$ cat src/rtl/uart_wb_bridge.sv
// ---------------------------------------------------------------------------
// uart_wb_bridge
//
// Turns a UART byte stream into single pipelined Wishbone transactions.
//
// Command framing (all multi-byte fields are sent MSB first):
//   'W' (0x57) + ADDR_BYTES address bytes + DATA_BYTES data bytes -> write
//   'R' (0x52) + ADDR_BYTES address bytes                         -> read
// Responses on the TX side:
//   read           -> DATA_BYTES bytes of read data, MSB first
//   write          -> 'K' (0x4B) when ACK_WRITES != 0, otherwise nothing
//   unknown byte   -> '?' (0x3F)
//   bus timeout    -> 'T' (0x54)
//
// Ports:
//   i_clk, i_rst       clock, synchronous active-high reset
//   i_enable           RX bytes are parsed only while high
//   i_rx_valid/data    one-cycle RX byte strobe and byte
//   o_tx_en/data       one-cycle TX byte strobe and byte
//   i_tx_busy          UART transmitter busy
//   o_wb_*/i_wb_*      pipelined Wishbone master port
//   o_busy             high whenever the bridge is not idle
//   o_overrun          sticky: an RX byte arrived while a command was in flight
//   o_timeout          sticky: a Wishbone access was aborted for lack of ack
// ---------------------------------------------------------------------------
module uart_wb_bridge #(
    parameter int ADDR_BITS  = 32,
    parameter int DATA_BITS  = 32,
    parameter int ACK_WRITES = 1,
    parameter int TIMEOUT    = 1024
) (
    input  logic                     i_clk,
    input  logic                     i_rst,
    input  logic                     i_enable,
    input  logic                     i_rx_valid,
    input  logic [7:0]               i_rx_data,
    output logic                     o_tx_en,
    output logic [7:0]               o_tx_data,
    input  logic                     i_tx_busy,
    output logic                     o_wb_cyc,
    output logic                     o_wb_stb,
    output logic                     o_wb_we,
    output logic [ADDR_BITS-1:0]     o_wb_addr,
    output logic [DATA_BITS-1:0]     o_wb_data,
    output logic [DATA_BITS/8-1:0]   o_wb_sel,
    input  logic                     i_wb_stall,
    input  logic                     i_wb_ack,
    input  logic [DATA_BITS-1:0]     i_wb_data,
    output logic                     o_busy,
    output logic                     o_overrun,
    output logic                     o_timeout
);

    localparam int ADDR_BYTES = (ADDR_BITS + 7) / 8;
    localparam int DATA_BYTES = DATA_BITS / 8;
    localparam int MAX_BYTES  = (ADDR_BYTES > DATA_BYTES) ? ADDR_BYTES : DATA_BYTES;
    localparam int CNT_W      = $clog2(MAX_BYTES + 1);
    localparam int TXC_W      = $clog2(DATA_BYTES + 1);
    // Saturating timeout counter; kept at one bit when the timeout is disabled.
    localparam int TO_W       = (TIMEOUT > 0) ? $clog2(TIMEOUT + 1) : 1;
    localparam int TO_LAST    = (TIMEOUT > 0) ? TIMEOUT - 1 : 0;

    localparam logic [7:0] CMD_WRITE  = 8'h57;  // 'W'
    localparam logic [7:0] CMD_READ   = 8'h52;  // 'R'
    localparam logic [7:0] RSP_ACK    = 8'h4B;  // 'K'
    localparam logic [7:0] RSP_ERR    = 8'h3F;  // '?'
    localparam logic [7:0] RSP_TMO    = 8'h54;  // 'T'

    typedef enum logic [2:0] {
        S_IDLE,
        S_ADDR,
        S_DATA,
        S_WB_REQ,
        S_WB_WAIT,
        S_TX_SEND,
        S_TX_WAIT
    } state_t;

    state_t                 state_q,    state_d;
    logic                   we_q,       we_d;
    logic [ADDR_BITS-1:0]   addr_q,     addr_d;
    logic [DATA_BITS-1:0]   data_q,     data_d;
    logic [CNT_W-1:0]       cnt_q,      cnt_d;
    logic [TO_W-1:0]        to_q,       to_d;
    logic [DATA_BITS-1:0]   tx_q,       tx_d;
    logic [TXC_W-1:0]       tx_left_q,  tx_left_d;
    logic                   tx_en_q,    tx_en_d;
    logic                   tx_hold_q,  tx_hold_d;
    logic                   overrun_q,  overrun_d;
    logic                   timeout_q,  timeout_d;
    logic                   ack_go;

    // Single response byte placed in the top byte of the TX shift register,
    // which is the byte presented on o_tx_data.
    function automatic logic [DATA_BITS-1:0] tx_single(input logic [7:0] b);
        logic [DATA_BITS-1:0] v;
        v = '0;
        v[DATA_BITS-1 -: 8] = b;
        return v;
    endfunction

    // ------------------------------------------------------------------
    // State register
    // ------------------------------------------------------------------
    always_ff @(posedge i_clk) begin
        if (i_rst) begin
            state_q   <= S_IDLE;
            we_q      <= 1'b0;
            addr_q    <= '0;
            data_q    <= '0;
            cnt_q     <= '0;
            to_q      <= '0;
            tx_q      <= '0;
            tx_left_q <= '0;
            tx_en_q   <= 1'b0;
            tx_hold_q <= 1'b0;
            overrun_q <= 1'b0;
            timeout_q <= 1'b0;
        end else begin
            state_q   <= state_d;
            we_q      <= we_d;
            addr_q    <= addr_d;
            data_q    <= data_d;
            cnt_q     <= cnt_d;
            to_q      <= to_d;
            tx_q      <= tx_d;
            tx_left_q <= tx_left_d;
            tx_en_q   <= tx_en_d;
            tx_hold_q <= tx_hold_d;
            overrun_q <= overrun_d;
            timeout_q <= timeout_d;
        end
    end

    // ------------------------------------------------------------------
    // Next-state logic
    // ------------------------------------------------------------------
    always_comb begin
        state_d   = state_q;
        we_d      = we_q;
        addr_d    = addr_q;
        data_d    = data_q;
        cnt_d     = cnt_q;
        to_d      = to_q;
        tx_d      = tx_q;
        tx_left_d = tx_left_q;
        tx_en_d   = 1'b0;
        tx_hold_d = tx_hold_q;
        overrun_d = overrun_q;
        timeout_d = timeout_q;
        ack_go    = 1'b0;

        case (state_q)
            S_IDLE: begin
                if (i_rx_valid && i_enable) begin
                    if (i_rx_data == CMD_WRITE || i_rx_data == CMD_READ) begin
                        we_d    = (i_rx_data == CMD_WRITE);
                        cnt_d   = '0;
                        state_d = S_ADDR;
                    end else begin
                        tx_d      = tx_single(RSP_ERR);
                        tx_left_d = TXC_W'(1);
                        state_d   = S_TX_SEND;
                    end
                end
            end

            S_ADDR: begin
                if (i_rx_valid && i_enable) begin
                    // Shifting through an ADDR_BITS-wide register keeps only
                    // the low ADDR_BITS bits of the received field.
                    addr_d = ADDR_BITS'({addr_q, i_rx_data});
                    if (cnt_q == CNT_W'(ADDR_BYTES - 1)) begin
                        cnt_d   = '0;
                        state_d = we_q ? S_DATA : S_WB_REQ;
                    end else begin
                        cnt_d = cnt_q + CNT_W'(1);
                    end
                end
            end

            S_DATA: begin
                if (i_rx_valid && i_enable) begin
                    data_d = DATA_BITS'({data_q, i_rx_data});
                    if (cnt_q == CNT_W'(DATA_BYTES - 1)) begin
                        cnt_d   = '0;
                        state_d = S_WB_REQ;
                    end else begin
                        cnt_d = cnt_q + CNT_W'(1);
                    end
                end
            end

            S_WB_REQ: begin
                if (!i_wb_stall) begin
                    to_d = '0;
                    // An ack in the accepting cycle completes the access at once.
                    if (i_wb_ack) begin
                        ack_go = 1'b1;
                    end else begin
                        state_d = S_WB_WAIT;
                    end
                end
            end

            S_WB_WAIT: begin
                if (i_wb_ack) begin
                    ack_go = 1'b1;
                end else if (TIMEOUT > 0 && to_q == TO_W'(TO_LAST)) begin
                    timeout_d = 1'b1;
                    tx_d      = tx_single(RSP_TMO);
                    tx_left_d = TXC_W'(1);
                    state_d   = S_TX_SEND;
                end else if (to_q != {TO_W{1'b1}}) begin
                    to_d = to_q + TO_W'(1);
                end
            end

            S_TX_SEND: begin
                if (!i_tx_busy) begin
                    tx_en_d   = 1'b1;
                    tx_hold_d = 1'b1;
                    state_d   = S_TX_WAIT;
                end
            end

            S_TX_WAIT: begin
                // The transmitter reports busy one cycle after the pulse, so
                // the first cycle here does not look at i_tx_busy.
                if (tx_hold_q) begin
                    tx_hold_d = 1'b0;
                end else if (!i_tx_busy) begin
                    if (tx_left_q > TXC_W'(1)) begin
                        tx_d      = tx_q << 8;
                        tx_left_d = tx_left_q - TXC_W'(1);
                        state_d   = S_TX_SEND;
                    end else begin
                        tx_left_d = '0;
                        state_d   = S_IDLE;
                    end
                end
            end

            default: begin
                state_d = S_IDLE;
            end
        endcase

        if (ack_go) begin
            if (!we_q) begin
                tx_d      = i_wb_data;
                tx_left_d = TXC_W'(DATA_BYTES);
                state_d   = S_TX_SEND;
            end else if (ACK_WRITES != 0) begin
                tx_d      = tx_single(RSP_ACK);
                tx_left_d = TXC_W'(1);
                state_d   = S_TX_SEND;
            end else begin
                state_d = S_IDLE;
            end
        end

        // Bytes arriving while a command is in flight are dropped and flagged.
        if (i_rx_valid && (state_q inside {S_WB_REQ, S_WB_WAIT, S_TX_SEND, S_TX_WAIT})) begin
            overrun_d = 1'b1;
        end
    end

    // ------------------------------------------------------------------
    // Outputs (all decoded from registers)
    // ------------------------------------------------------------------
    assign o_wb_cyc  = (state_q == S_WB_REQ) || (state_q == S_WB_WAIT);
    assign o_wb_stb  = (state_q == S_WB_REQ);
    assign o_wb_we   = we_q;
    assign o_wb_addr = addr_q;
    assign o_wb_data = data_q;
    assign o_wb_sel  = {DATA_BYTES{1'b1}};
    assign o_tx_en   = tx_en_q;
    assign o_tx_data = tx_q[DATA_BITS-1 -: 8];
    assign o_busy    = (state_q != S_IDLE);
    assign o_overrun = overrun_q;
    assign o_timeout = timeout_q;

endmodule

$ cat config.mk
export PLATFORM = sky130hd
export DESIGN_NAME = uart_wb_bridge
export DESIGN_NICKNAME = d
export VERILOG_FILES = /design/src/rtl/uart_wb_bridge.sv
export SDC_FILE = /design/constraint.sdc
export NUM_CORES = 1
export LEC_CHECK = 0
export ABC_CLOCK_PERIOD_IN_PS = 5900
export BUFFER_PORTS_ARGS = -buffer_cell sky130_fd_sc_hd__buf_4
export CORE_ASPECT_RATIO = 0.75
export CORE_UTILIZATION = 50
export DETAILED_ROUTE_END_ITERATION = 10
export HOLD_SLACK_MARGIN = 0.03
export PLACE_DENSITY = 0.76
export SLEW_MARGIN = 10
export SYNTH_ARGS = -nofsm -noshare
export SYNTH_HDL_FRONTEND = slang
export SYNTH_SLANG_ARGS = --single-unit
$ cat constraint.sdc
create_clock -name i_clk -period 5.9 [get_ports i_clk]
set_input_delay 0.295 -clock i_clk [delete_from_list [all_inputs] [get_ports i_clk]]
set_output_delay 0.295 -clock i_clk [all_outputs]
set_load 0.02 [all_outputs]
======== Yosys cells after proc, flatten, opt, wreduce, memory -nomap -nowiden ========
Cells that the tools add are included.
storage, ports and cells
  bits of input ports ..................... 47
  output and inout bits ................... 83
  bits in registers ....................... 121
  word-level logic and storage cells ...... 138
cells by class
  reduce and logical (&&, ||, !) cells .... 25
  equality and inequality tests ........... 41
  mux-type cells .......................... 53
  bitwise gates (word level) .............. 2
  $add $sub $neg .......................... 3
  order comparisons ....................... 1
operators by type and width
  cell                                             count
  2-to-1 mux 32 bit                                9
  case mux 32 bit (3 select lines)                 1
  2-to-1 mux 3 bit                                 28
  2-to-1 mux 11 bit                                4
  != test 3 bit, second input constant             12
  != test 2 bit, second input constant             15
  AND reduction 12 bit                             2
  case mux 11 bit (2 select lines)                 1
  case mux 3 bit (7 select lines)                  1
  == test 8 x 7 -> 1 bit, second input constant    2
  adder 11 x 1 -> 11 bit, second input constant    1
  == test 11 x 10 -> 1 bit, second input constant  1
  != test 11 bit, second input constant            1
  == test 3 x 2 -> 1 bit, second input constant    3
  == test 3 bit, second input constant             3
  case mux 3 bit (3 select lines)                  1
  AND reduction 8 bit                              1
  nonzero test 4 bit                               2
  AND reduction 7 bit                              1
  != test 3 x 2 -> 1 bit, second input constant    2
  case mux 3 bit (2 select lines)                  1
  AND reduction 2 bit                              3
  AND reduction 3 bit                              2
  nonzero test 2 bit                               3
  other kinds (15)                                 25

======== Depth between registers and ports, before layout ========
  depth in word-level cells ............... 6
  gate-level depth with buffers ........... 8
  gate-level depth less buffers ........... 7

======== Worst setup path before layout ========
Ideal clock, no wire load.
  path kind ............................... register to register
  start point ............................. register to_q[3]
  end point ............................... register tx_q[24]
  period minus slack after synthesis ...... 1.921 ns
  data required time ...................... 5.784 ns
  arrival ................................. 1.805 ns
  cell stages (with the launch flop) ...... 7
  path buffers ............................ 1
  setup slack ............................. 3.979 ns
  library setup time ...................... 0.116 ns
  cell sequence ........................... dfxtp_1 nand4_4 or4_4 a22oi_2 nand2_1 buf_2 a31o_2
on the way
  word-level cells in the longest chain between the ends .. 3
RTL lines
  what                                  line  RTL
  from (decl)                           84    logic [TO_W-1:0] to_q, to_d;
  from (signal assigned)                125   to_q <= to_d;
  == test 11 x 10 -> 1 bit              209   end else if (TIMEOUT > 0 && to_q == TO_W'(TO_LAST)) begin
  != test 3 bit (no source line)        n/a
  AND reduction 8 bit (no source line)  n/a
  to (signal assigned)                  126   tx_q <= tx_d;
  to (decl)                             85    logic [DATA_BITS-1:0] tx_q, tx_d;
No other way between the ends.
A chain may end at the register's enable or synchronous reset.

======== Final worst setup path ========
  start point ............................. register state_q[0]
  end point ............................... register tx_q[24]
on the way
  word-level cells in the longest chain between the ends .. 4
  elaborated cells on any way between the ends .. 16
  classes of those cells .................. eq/ne: 10; mux: 3; reduce/logical: 3
RTL lines
  what                                                                  line  RTL
  from (decl)                                                           79    state_t state_q, state_d;
  from (signal assigned)                                                120   state_q <= state_d;
  == test 3 bit or == test 3 x 2 -> 1 bit (tied branches)               153   case (state_q)
  case mux 1 bit (2 select lines)                                       153
  != test 3 bit (no source line) or nonzero test 4 bit (tied branches)  n/a
  AND reduction 8 bit (no source line)                                  n/a
Parallel ways exist; a longest one is shown, timed or not.

==> flow_summary.yaml <==
yosys:
  yosys.area_share.simple_pct: 22.8
  synth-seq-cells: 121
  yosysUniqueCellTypes: 59
  synth_area_leaders: "dfxtp_1, nand2_1, a21oi_1"
  synthTopCellsByCount: "nand2_1, dfxtp_1, a21oi_1, clkbuf_1, nor4_1"
  synth_compound_area_share_pct: 22.9
  synth_mux_area_share_pct: 0.563
  syn_area_mm2: 0.00533
  synth_top_cell_area_share_pct: 45.4
  synth_fa_ha_area_share_pct: 0.939
  syn_inst: 654
  synth-edff-count: 0
  synth-xor-area-share_pct: 0.493
  synth_most_common_cell: "nand2_1"
  ys_seq_area_share_pct: 45.4
  synth_top_area_cell: "dfxtp_1"
  synth_top_family_by_area: "compound AO/OA/AOI/OAI gates"
  async_flop_share_pct: 0
  syn-mean-instance-area_um2: 8.15
  yosys_warnings: 0
  ys_dominant_reg_cell: "dfxtp_1"
placement:
  io_buffers: 125
  dp_hpwl_mm: 9.17
  place_inst: 863
  place_congestion: 0.905
grt:
  grtUsageTotal_pct: 25.7
  antenna_found_initial: 0
  grt_max_degree: 65
  gr-total-overflow: 0
  grt_pass1_vias: 4667
  grt_pass1_wl_mm: 22.7
flow_run:
  maxCapViolations: 0
cts:
  cts_resized: 0
  clock-root-buffer: "clkbuf_16"
  clk_pin_slew_ns: 0.05
  cts_tree: "done"
  worstSkewPairLatency_ns: 0.40
  clock_sinks: 121
  cts.path.max_buffers: 2
  cts_max_level: 4
  post_cts_buffers: 0
  cts_hold_buf: 0
  cts_buffers: 17
detailed_routing:
  wl_per_cell_um: 15.6
  drt_iter0_drc: 378
  routed_wl_mm: 13.9
  drc: 0
  drtPass1Iterations: 5
  viasPerCell: 5.65
  ant_nets: 0
  vias: 5046
setup_path:
  max_stage_delay_ns: 0.83
  startpoint_type: "flop"
  cp-end-kind: "flop"
  worstPathMaxFanout: 23
  worst_ep_required_time_ns: 6.19
  slowest_stage: "dfxtp_1"
  path_buf_inv: 0
  arrival_ns: 3.25
  path_cells: "nor4bb_1 > and2_1 > o221a_2 > nand2_1 > a31o_2"
  worst-setup-path-type: "flop to flop"
  critPathTopFamily: "simple AND/OR/NAND/NOR gates"
sta:
  fmax_ghz: 0.338
  slew_headroom_pct: 31.8
  drv_slew: 0
  finalHoldViolCount: 0
  fin_crit_ns: 2.96
  min_period_over_period_pct: 50.1
  rsz0062_at_grt: "no"
  final-setup-viol-count: 0
  tns_ns: 0
  tightest_slew_ns: 1.02
  skew_ns: 0.00908
power:
  power_switching_uw: 901
  internal_power_mw: 1.82
  p_total_mw: 2.72
  p_sw_share_pct: 33.1
  pwr-share-clk_pct: 37.9
  power_frac_seq_pct: 35.6
  power_frac_comb_pct: 26.6
  p_per_area_mw_per_mm2: 400
  max-vdd-ir-drop_v: 0.000243
  leakage_nw: 2.58
floorplan:
  die_y_um: 91.4
  row_count: 32
  fp.coreArea_mm2: 0.0103
  dieArea_mm2: 0.0111
  ios: 130
  start_util_pct: 51.6
  die_x_um: 121
final_layout:
  syn2layout_area_growth_pct: 27.4
  layout.nets: 797
  instances_no_fill: 893
  diodes: 0
  drive_above_1_share_pct: 23.8
hold_path:
  min_path_type: "input port to flop"
run_status:
  status: "complete, no violations"
-- kinds of logic (layout without fill, tap and decap cells) --
logic type	after synthesis	in the layout
xor+xnor	3	3
buf+inv	77	177
flops	121	121
other cells	1	4
mux	3	3
compound gates	187	187
fa+ha+maj	4	4
simple gates	258	258
-- layer usage --
metal / vias to the layer above / wire (um) / GRT usage [%]
li1: 2485 / - / -
met1: 2376 / 6610 / 35.1
met2: 161 / 6390 / 39.4
met3: 24 / 723 / 5.72
met4: 0 / 202 / 9.47
met5: - / 0 / 0
-- placed cells by master (no fill, tap or decap), types with 4 or more instances in the layout --
cell type and count:
nand2_1 156, buf_4 131, dfxtp_1 121, a21oi_1 91, nor4_1 21, nor2_1 19, o21ai_0 18, a31o_1 17
clkbuf_16 17, a22oi_1 16, inv_1 15, nor3_1 14, o31ai_1 8, or4_1 6, a31o_2 6, nand3_1 5
a211oi_1 5, or3_1 4, nor2b_1 4, nand3b_1 4, ha_1 4, conb_1 4
-- final timing paths --
| check | startpoint | end | slack (ns) | cells after the start |
|---|---|---|---|---|
| max | state_q[0] | tx_q[24] | 2.94 | 5 |
| min | i_wb_data[2] | tx_q[2] | 0.14 | 3 |
| max reg2reg | state_q[0] | tx_q[24] | 2.94 | 5 |
| min reg2reg | o_wb_addr[24] | o_wb_addr[24] | 0.46 | 2 |
-- power by group through the flow --
stage | registers, mW | logic (mW) | clock network [mW]
final | 0.967 | 0.722 | 1.03
after global routing | 0.977 | 0.785 | 1.08
after CTS | 0.964 | 0.717 | 1.04
after detailed placement | 0.979 | 0.710 | 0
after global placement | 0.972 | 0.691 | 0
after floorplan | 0.934 | 0.586 | 0
-- flip-flops by register name (all words and copies together) (netlist names) --
| signal | flops |
|---|---|
| o_wb_addr | 32 |
| o_wb_data | 32 |
| tx_q | 32 |
| to_q | 11 |
| cnt_q | 3 |
| state_q | 3 |
| tx_left_q | 3 |
| o_overrun | 1 |
| o_timeout | 1 |
| o_tx_en | 1 |
| o_wb_we | 1 |
| tx_hold_q | 1 |
-- stage by stage --
step | area, um2 | utilization, % | hold slack (ns) | worst slack [ns]
floorplan | 5340 | - | 0.431 | 3.98
global placement | 6210 | 60.1 | 0.442 | 3.14
detailed placement | 6210 | 60.1 | 0.450 | 3.01
CTS | 6790 | 65.8 | 0.131 | 2.97
global route | 6790 | 65.8 | 0.139 | 2.76
finish | 6790 | 65.8 | 0.139 | 2.94
-- worst reg2reg max path, delay by kind of cell (launching register included) --
kind | cells | cell delay, ns
AOI/OAI and AO/OA | 2 | 0.71
DFF | 1 | 0.83
and+or+nand+nor | 3 | 1.31
-- area by class of cell --
| type | count | area [um2] |
|---|---|---|
| Tap cell | 136 | 170 |
| Clock inverter | 8 | 121 |
| Inverter | 16 | 60.1 |
| Timing Repair Buffer | 131 | 983 |
| Multi-Input combinational cell | 459 | 2570 |
| Clock buffer | 22 | 464 |
| Fill cell | 890 | 3540 |
| Sequential cell | 121 | 2420 |
No activity file was read; power rests on OpenSTA's default activity.
